===== src/rtl/btb_predictor_if.sv =====
// rtl/btb_predictor_if.sv - lookup/update/invalidate bundle between the IF stage and the branch target buffer
interface btb_predictor_if #(
    parameter int ADDR_W = 16
);
    logic [ADDR_W-1:0] lookup_pc;
    logic              pred_hit;
    logic              pred_taken;
    logic [ADDR_W-1:0] pred_target;
    logic              update_en;
    logic [ADDR_W-1:0] update_pc;
    logic              update_taken;
    logic [ADDR_W-1:0] update_target;
    logic              invalidate;
    logic              busy;
    logic [15:0]       stat_lookups;
    logic [15:0]       stat_hits;

    modport master (
        output lookup_pc, update_en, update_pc, update_taken, update_target, invalidate,
        input  pred_hit, pred_taken, pred_target, busy, stat_lookups, stat_hits
    );

    modport slave (
        input  lookup_pc, update_en, update_pc, update_taken, update_target, invalidate,
        output pred_hit, pred_taken, pred_target, busy, stat_lookups, stat_hits
    );
endinterface


===== src/rtl/btb_predictor.sv =====
// rtl/btb_predictor.sv - direct-mapped BTB with saturating-counter direction predictor and invalidate sequencer
// Optional lookup/hit statistics counters are built when BTB_STATS_EN is defined.
module btb_predictor #(
    parameter int ADDR_W = 16,
    parameter int IDX_W  = 4,
    parameter int CTR_W  = 2
) (
    input  logic           clk,
    input  logic           pc_reset,
    btb_predictor_if.slave bus
);
    localparam int ENTRIES = 2 ** IDX_W;
    localparam int TAG_W   = ADDR_W - IDX_W;
    localparam logic [CTR_W-1:0] CTR_MAX  = {CTR_W{1'b1}};
    localparam logic [CTR_W-1:0] CTR_WEAK = CTR_W'(2 ** (CTR_W - 1));

    typedef enum logic {S_IDLE, S_CLEAR} state_t;

    state_t             state_q, state_d;
    logic [IDX_W-1:0]   clr_idx_q, clr_idx_d;

    logic               valid_q  [ENTRIES];
    logic [TAG_W-1:0]   tag_q    [ENTRIES];
    logic [ADDR_W-1:0]  target_q [ENTRIES];
    logic [CTR_W-1:0]   ctr_q    [ENTRIES];

    logic [IDX_W-1:0]   lk_idx, up_idx;
    logic [TAG_W-1:0]   lk_tag, up_tag;
    logic               busy, up_hit;

    assign busy   = (state_q == S_CLEAR);
    assign lk_idx = bus.lookup_pc[IDX_W-1:0];
    assign lk_tag = bus.lookup_pc[ADDR_W-1:IDX_W];
    assign up_idx = bus.update_pc[IDX_W-1:0];
    assign up_tag = bus.update_pc[ADDR_W-1:IDX_W];
    assign up_hit = valid_q[up_idx] && (tag_q[up_idx] == up_tag);

    // Lookup reads the registered table, so a same-cycle update is seen only next cycle.
    assign bus.busy        = busy;
    assign bus.pred_hit    = valid_q[lk_idx] && (tag_q[lk_idx] == lk_tag) && !busy;
    assign bus.pred_taken  = bus.pred_hit && ctr_q[lk_idx][CTR_W-1];
    assign bus.pred_target = bus.pred_taken ? target_q[lk_idx] : bus.lookup_pc + ADDR_W'(1);

    always_ff @(posedge clk or posedge pc_reset) begin
        if (pc_reset) begin
            state_q   <= S_IDLE;
            clr_idx_q <= '0;
        end else begin
            state_q   <= state_d;
            clr_idx_q <= clr_idx_d;
        end
    end

    always_comb begin
        state_d   = state_q;
        clr_idx_d = clr_idx_q;
        case (state_q)
            S_IDLE: begin
                if (bus.invalidate) begin
                    state_d   = S_CLEAR;
                    clr_idx_d = '0;
                end
            end
            S_CLEAR: begin
                clr_idx_d = clr_idx_q + IDX_W'(1);
                if (clr_idx_q == IDX_W'(ENTRIES - 1)) state_d = S_IDLE;
            end
            default: state_d = S_IDLE;
        endcase
    end

    always_ff @(posedge clk or posedge pc_reset) begin
        if (pc_reset) begin
            for (int i = 0; i < ENTRIES; i++) begin
                valid_q[i]  <= 1'b0;
                tag_q[i]    <= '0;
                target_q[i] <= '0;
                ctr_q[i]    <= '0;
            end
        end else if (busy) begin
            valid_q[clr_idx_q] <= 1'b0;
        end else if (bus.update_en) begin
            if (up_hit) begin
                if (bus.update_taken) begin
                    if (ctr_q[up_idx] != CTR_MAX) ctr_q[up_idx] <= ctr_q[up_idx] + CTR_W'(1);
                    target_q[up_idx] <= bus.update_target;
                end else if (ctr_q[up_idx] != '0) begin
                    ctr_q[up_idx] <= ctr_q[up_idx] - CTR_W'(1);
                end
            end else if (bus.update_taken) begin
                valid_q[up_idx]  <= 1'b1;
                tag_q[up_idx]    <= up_tag;
                target_q[up_idx] <= bus.update_target;
                ctr_q[up_idx]    <= CTR_WEAK;
            end
        end
    end

`ifdef BTB_STATS_EN
    logic [15:0] lookups_q, lookups_d, hits_q, hits_d;

    always_comb begin
        lookups_d = lookups_q;
        hits_d    = hits_q;
        if (!busy && lookups_q != 16'hFFFF) lookups_d = lookups_q + 16'd1;
        if (bus.pred_hit && hits_q != 16'hFFFF) hits_d = hits_q + 16'd1;
    end

    always_ff @(posedge clk or posedge pc_reset) begin
        if (pc_reset) begin
            lookups_q <= '0;
            hits_q    <= '0;
        end else begin
            lookups_q <= lookups_d;
            hits_q    <= hits_d;
        end
    end

    assign bus.stat_lookups = lookups_q;
    assign bus.stat_hits    = hits_q;
`else
    assign bus.stat_lookups = 16'h0000;
    assign bus.stat_hits    = 16'h0000;
`endif
endmodule


===== src/flat_wrapper.sv =====
// flat-port wrapper written by rule: the top's interface ports become plain ports
module btb_predictor_flat 
#(
    parameter int ADDR_W = 16,
    parameter int IDX_W  = 4,
    parameter int CTR_W  = 2
)
  (clk, pc_reset, bus_lookup_pc, bus_update_en, bus_update_pc, bus_update_taken, bus_update_target, bus_invalidate, bus_pred_hit, bus_pred_taken, bus_pred_target, bus_busy, bus_stat_lookups, bus_stat_hits);
  btb_predictor_if #(.ADDR_W(ADDR_W)) bus_i ();
  input  logic clk;
  input  logic pc_reset;
  input wire logic [$bits(bus_i.lookup_pc)-1:0] bus_lookup_pc;
  input wire logic [$bits(bus_i.update_en)-1:0] bus_update_en;
  input wire logic [$bits(bus_i.update_pc)-1:0] bus_update_pc;
  input wire logic [$bits(bus_i.update_taken)-1:0] bus_update_taken;
  input wire logic [$bits(bus_i.update_target)-1:0] bus_update_target;
  input wire logic [$bits(bus_i.invalidate)-1:0] bus_invalidate;
  output wire logic [$bits(bus_i.pred_hit)-1:0] bus_pred_hit;
  output wire logic [$bits(bus_i.pred_taken)-1:0] bus_pred_taken;
  output wire logic [$bits(bus_i.pred_target)-1:0] bus_pred_target;
  output wire logic [$bits(bus_i.busy)-1:0] bus_busy;
  output wire logic [$bits(bus_i.stat_lookups)-1:0] bus_stat_lookups;
  output wire logic [$bits(bus_i.stat_hits)-1:0] bus_stat_hits;
  assign bus_i.lookup_pc = bus_lookup_pc;
  assign bus_i.update_en = bus_update_en;
  assign bus_i.update_pc = bus_update_pc;
  assign bus_i.update_taken = bus_update_taken;
  assign bus_i.update_target = bus_update_target;
  assign bus_i.invalidate = bus_invalidate;
  assign bus_pred_hit = bus_i.pred_hit;
  assign bus_pred_taken = bus_i.pred_taken;
  assign bus_pred_target = bus_i.pred_target;
  assign bus_busy = bus_i.busy;
  assign bus_stat_lookups = bus_i.stat_lookups;
  assign bus_stat_hits = bus_i.stat_hits;
  btb_predictor #(.ADDR_W(ADDR_W), .IDX_W(IDX_W), .CTR_W(CTR_W)) u_core (.clk(clk), .pc_reset(pc_reset), .bus(bus_i));
endmodule

===== config.mk =====
export PLATFORM = sky130hd
export DESIGN_NAME = btb_predictor_flat
export DESIGN_NICKNAME = d
export VERILOG_FILES = /design/src/rtl/btb_predictor_if.sv /design/src/rtl/btb_predictor.sv /design/src/flat_wrapper.sv
export SDC_FILE = /design/constraint.sdc
export NUM_CORES = 1
export LEC_CHECK = 0
export ABC_AREA = 1
export ABC_CLOCK_PERIOD_IN_PS = 22900
export CAP_MARGIN = 5
export CORE_MARGIN = 3
export CORE_UTILIZATION = 30
export CTS_CLUSTER_DIAMETER = 50
export CTS_CLUSTER_SIZE = 10
export DETAILED_ROUTE_END_ITERATION = 10
export HOLD_SLACK_MARGIN = 0.08
export SYNTH_ARGS = -nofsm -noshare
export SYNTH_HDL_FRONTEND = slang
export SYNTH_SLANG_ARGS = --single-unit

===== constraint.sdc =====
create_clock -name clk -period 22.9 [get_ports clk]
set_input_delay 4.58 -clock clk [delete_from_list [all_inputs] [get_ports clk]]
set_output_delay 4.58 -clock clk [all_outputs]
set_load 0.05 [all_outputs]

==> results.cfg <==
[die]
ioPinCount = 104
dieWidth_um = 303
die_h_um = 303
placementRows = 108
initial_core_util_pct = 30.4
core_region_area_sq_mm = 0.0872
dieArea_sq_mm = 0.0918

[clock_tree]
clock_latency_ps = 620
root_buffer = clkbuf_16
postCtsSetupBuffers = 0
clk_pin_slew_worst_paths_ps = 50
cts.repair.resized = 0
numCtsBuffers = 66
cts_tree = built
htreeDepth = 3
cts_hold_buf = 0
cts_sinks = 501
clockBufferDepth = 3

[route]
vias = 24215
drt_drc_violations_left = 0
drtPass1Iterations = 6
antenna_left = 0
drtIter0Drc = 2450
wirelength_mm = 87.6
avgViaCountPerCell = 5.17
wl_per_cell_um = 18.7

[power]
peakVddDrop_mv = 0.0550
comb_power_share_pct = 17.8
switching_share_pct = 31.5
power_density_mw_per_mm2 = 86.3
p_seq_share_pct = 43.8
intPower_uw = 1760
p_switching_uw = 807
pwr-share-clk_pct = 38.4
leakagePower_uw = 0.0138

[yosys]
netlist.area_leader.share_pct = 47.4
ys_seq_area_share_pct = 47.4
avgSynthCellArea_sq_um = 7.38
ys_types = 38
yosys.area_share.xor_xnor_pct = 0.596
mappedNetlistArea_sq_mm = 0.0265
synthMuxAreaShare_pct = 0
netlist_instances = 3586
synth_top_family_by_area = simple AND/OR/NAND/NOR gates
synth_area_leaders = dfrtp_1, nand2_1, o21ai_0
synth-seq-cells = 501
synthArstFlopShare_pct = 100
synth_flop_cell = dfrtp_1
yosys_warnings = 0
yosys.area_share.adder_pct = 0.331
synth_edf_count = 0
synth_top_area_cell = dfrtp_1
synth-simple-area-share_pct = 23.8
synth_compound_area_share_pct = 20.0

[status]
status = finished, final reports clean

[grt]
track_usage_pct = 19.0
grt_overflow = 0
grt_max_degree = 162
antenna_found_initial = 3
grt_pass1_wl_mm = 136
grt_pass1_vias = 22662

[timing]
rsz0062_at_grt = false
slew_headroom_pct = 17.1
min_period_ps = 13590
setup_viol = 0
layout_setup_ws_ps = 9310
fmax_mhz = 73.6
hold_violations = 0
slew_viol_final = 0
worst_slew_pin_slew_ps = 1240
final.period_utilization_pct = 59.4
tns_ps = 0
finClkSkew_ps = 27.6

[worst_setup_path]
critical_path_class = primary input to primary output
critPathMaxFanout = 128
path_delay_family = buffers and inverters
crit_path_top_delay_cell = buf_4
endpoint_kind = primary output
critical_path.max_stage_delay_ps = 780
path_buf_inv = 5
critical_path_required_ps = 18320
critPathLaunchType = primary input
worstPathCellList = buf_6 > inv_8 > buf_4 > buf_4 > a21oi_1 > o21ai_0 > o21ai_0 > o211ai_1 > nand3_1 > nor2_1 > nor2_1 > clkdlybuf4s50_1
cp.arrival_ps = 9010

[final_layout]
layout-drive-gt1-share_pct = 4.47
n_antenna_cell = 0
fillers = 9233
final_common_cell = nand2_1
layout_common_cells = nand2_1, o21ai_0, dfrtp_1
layout.nets = 3561
area_growth_pct = 12.3

[place]
gp_congestion = 0.859
place_ws_ps = 9350
portBuffers = 71
dp_hpwl_mm = 55.7

[job]
cap_violations = 0

[hold_path]
min_path_type = flip-flop to flip-flop
-- area by class of cell --
| class | count | area (sq um) | area share [%] |
|---|---|---|---|
| timing repair buffer | 107 | 1020 | 3.42 |
| sequential | 501 | 12500 | 42.2 |
| tap | 1155 | 1450 | 4.86 |
| clock buffer | 83 | 1790 | 6.01 |
| clock inverter | 16 | 243 | 0.817 |
| inverter | 189 | 724 | 2.44 |
| multi-input combinational | 2636 | 12000 | 40.3 |
-- state kept, by name, summed over array words and instances, names as in the netlist --
signal / cells
u_core.bus.busy: 1
u_core.clr_idx_q: 4
u_core.ctr_q: 32
u_core.tag_q: 192
u_core.target_q: 256
u_core.valid_q: 16
-- power groups by stage --
stage	Sequential, uW	Clock (uW)	Combinational [uW]
6_report	1120	985	457
5_1_grt	1140	1040	526
4_1_cts	1120	1000	458
3_5_place_dp	1130	0	457
3_3_place_gp	1130	0	448
2_1_floorplan	1110	0	343
-- routing by layer --
layer	vias up	part of all wire [%]	global-route usage [%]
met2	855	46	30.1
met3	146	6.8	3.21
met1	11669	44	26.2
met4	4	2.9	6.29
li1	11541	-	-
met5	-	0.033	0
-- worst reg2reg max path, cell delays in order (launching register included) --
cell,delay (ps)
dfrtp_1,370
inv_1,40
o21ai_0,140
nand2_1,60
nand2_1,80
nand2_1,50
nand2_1,220
o21ai_0,210
nand2_1,150
nor2_1,40
nand2_1,140
nor2_4,80
nand2_4,110
nand2_2,70
nor2_4,460
nand2_1,780
o21ai_0,430
-- cell families (layout without fill, tap and decap cells) --
| kind of cell | count (synthesis) | after routing |
|---|---|---|
| fa+ha+maj | 7 | 7 |
| xor+xnor | 18 | 18 |
| other cells | 1 | 32 |
| buf+inv | 480 | 395 |
| flops | 501 | 501 |
| simple gates | 1584 | 1584 |
| compound gates | 995 | 995 |
-- final timing paths --
| kind | start | end | slack, ps | depth (start not counted) |
|---|---|---|---|---|
| worst max register to register | u_core.tag_q[43] | u_core.tag_q[146] | 19350 | 16 |
| min in group asynchronous | pc_reset | u_core.target_q[13] | 4590 | 2 |
| worst min register to register | u_core.ctr_q[26] | u_core.ctr_q[26] | 470 | 2 |
| max in group asynchronous | pc_reset | u_core.tag_q[146] | 16010 | 4 |
| worst min-delay path | u_core.ctr_q[26] | u_core.ctr_q[26] | 470 | 2 |
| worst max-delay path | bus_lookup_pc[0] | bus_pred_target[15] | 9310 | 12 |
-- cell usage after synthesis, types with 2 or more instances --
| library cell | n |
|---|---|
| ha_1 | 7 |
| o21ai_0 | 641 |
| o211ai_1 | 35 |
| clkbuf_2 | 3 |
| buf_6 | 5 |
| nor4_1 | 2 |
| nand2_1 | 1137 |
| nand2_2 | 3 |
| nor2_1 | 280 |
| nand2_4 | 9 |
| nand4_1 | 48 |
| o221ai_1 | 16 |
| nor2_4 | 3 |
| a32o_1 | 6 |
| nand3_1 | 89 |
| buf_2 | 51 |
| a21oi_1 | 83 |
| buf_4 | 47 |
| buf_1 | 10 |
| a221oi_1 | 7 |
| o21ai_1 | 151 |
| o211a_1 | 6 |
| and2_1 | 2 |
| xnor2_1 | 3 |
| xor2_1 | 15 |
| dfrtp_1 | 501 |
| clkbuf_1 | 174 |
| a31oi_1 | 2 |
| inv_2 | 5 |
| inv_1 | 184 |
| a22oi_1 | 5 |
| o22ai_1 | 42 |
| nor2_2 | 5 |
| nor3_1 | 5 |
-- per-stage QoR --
stage | power, uW | util [%] | cell area, sq um | hold WS [ps] | cells
6_report | 2560 | 34.1 | 29700 | 469 | 4687
4_1_cts | 2580 | 34.1 | 29700 | 474 | 4686
2_1_floorplan | 1450 | - | 26600 | 442 | 3617
3_5_place_dp | 1590 | 31.7 | 27700 | 461 | 4587
3_3_place_gp | 1580 | 31.7 | 27700 | 456 | 4587
5_1_grt | 2700 | 34.1 | 29700 | 481 | 4687
(Power assumes the default switching activity.)
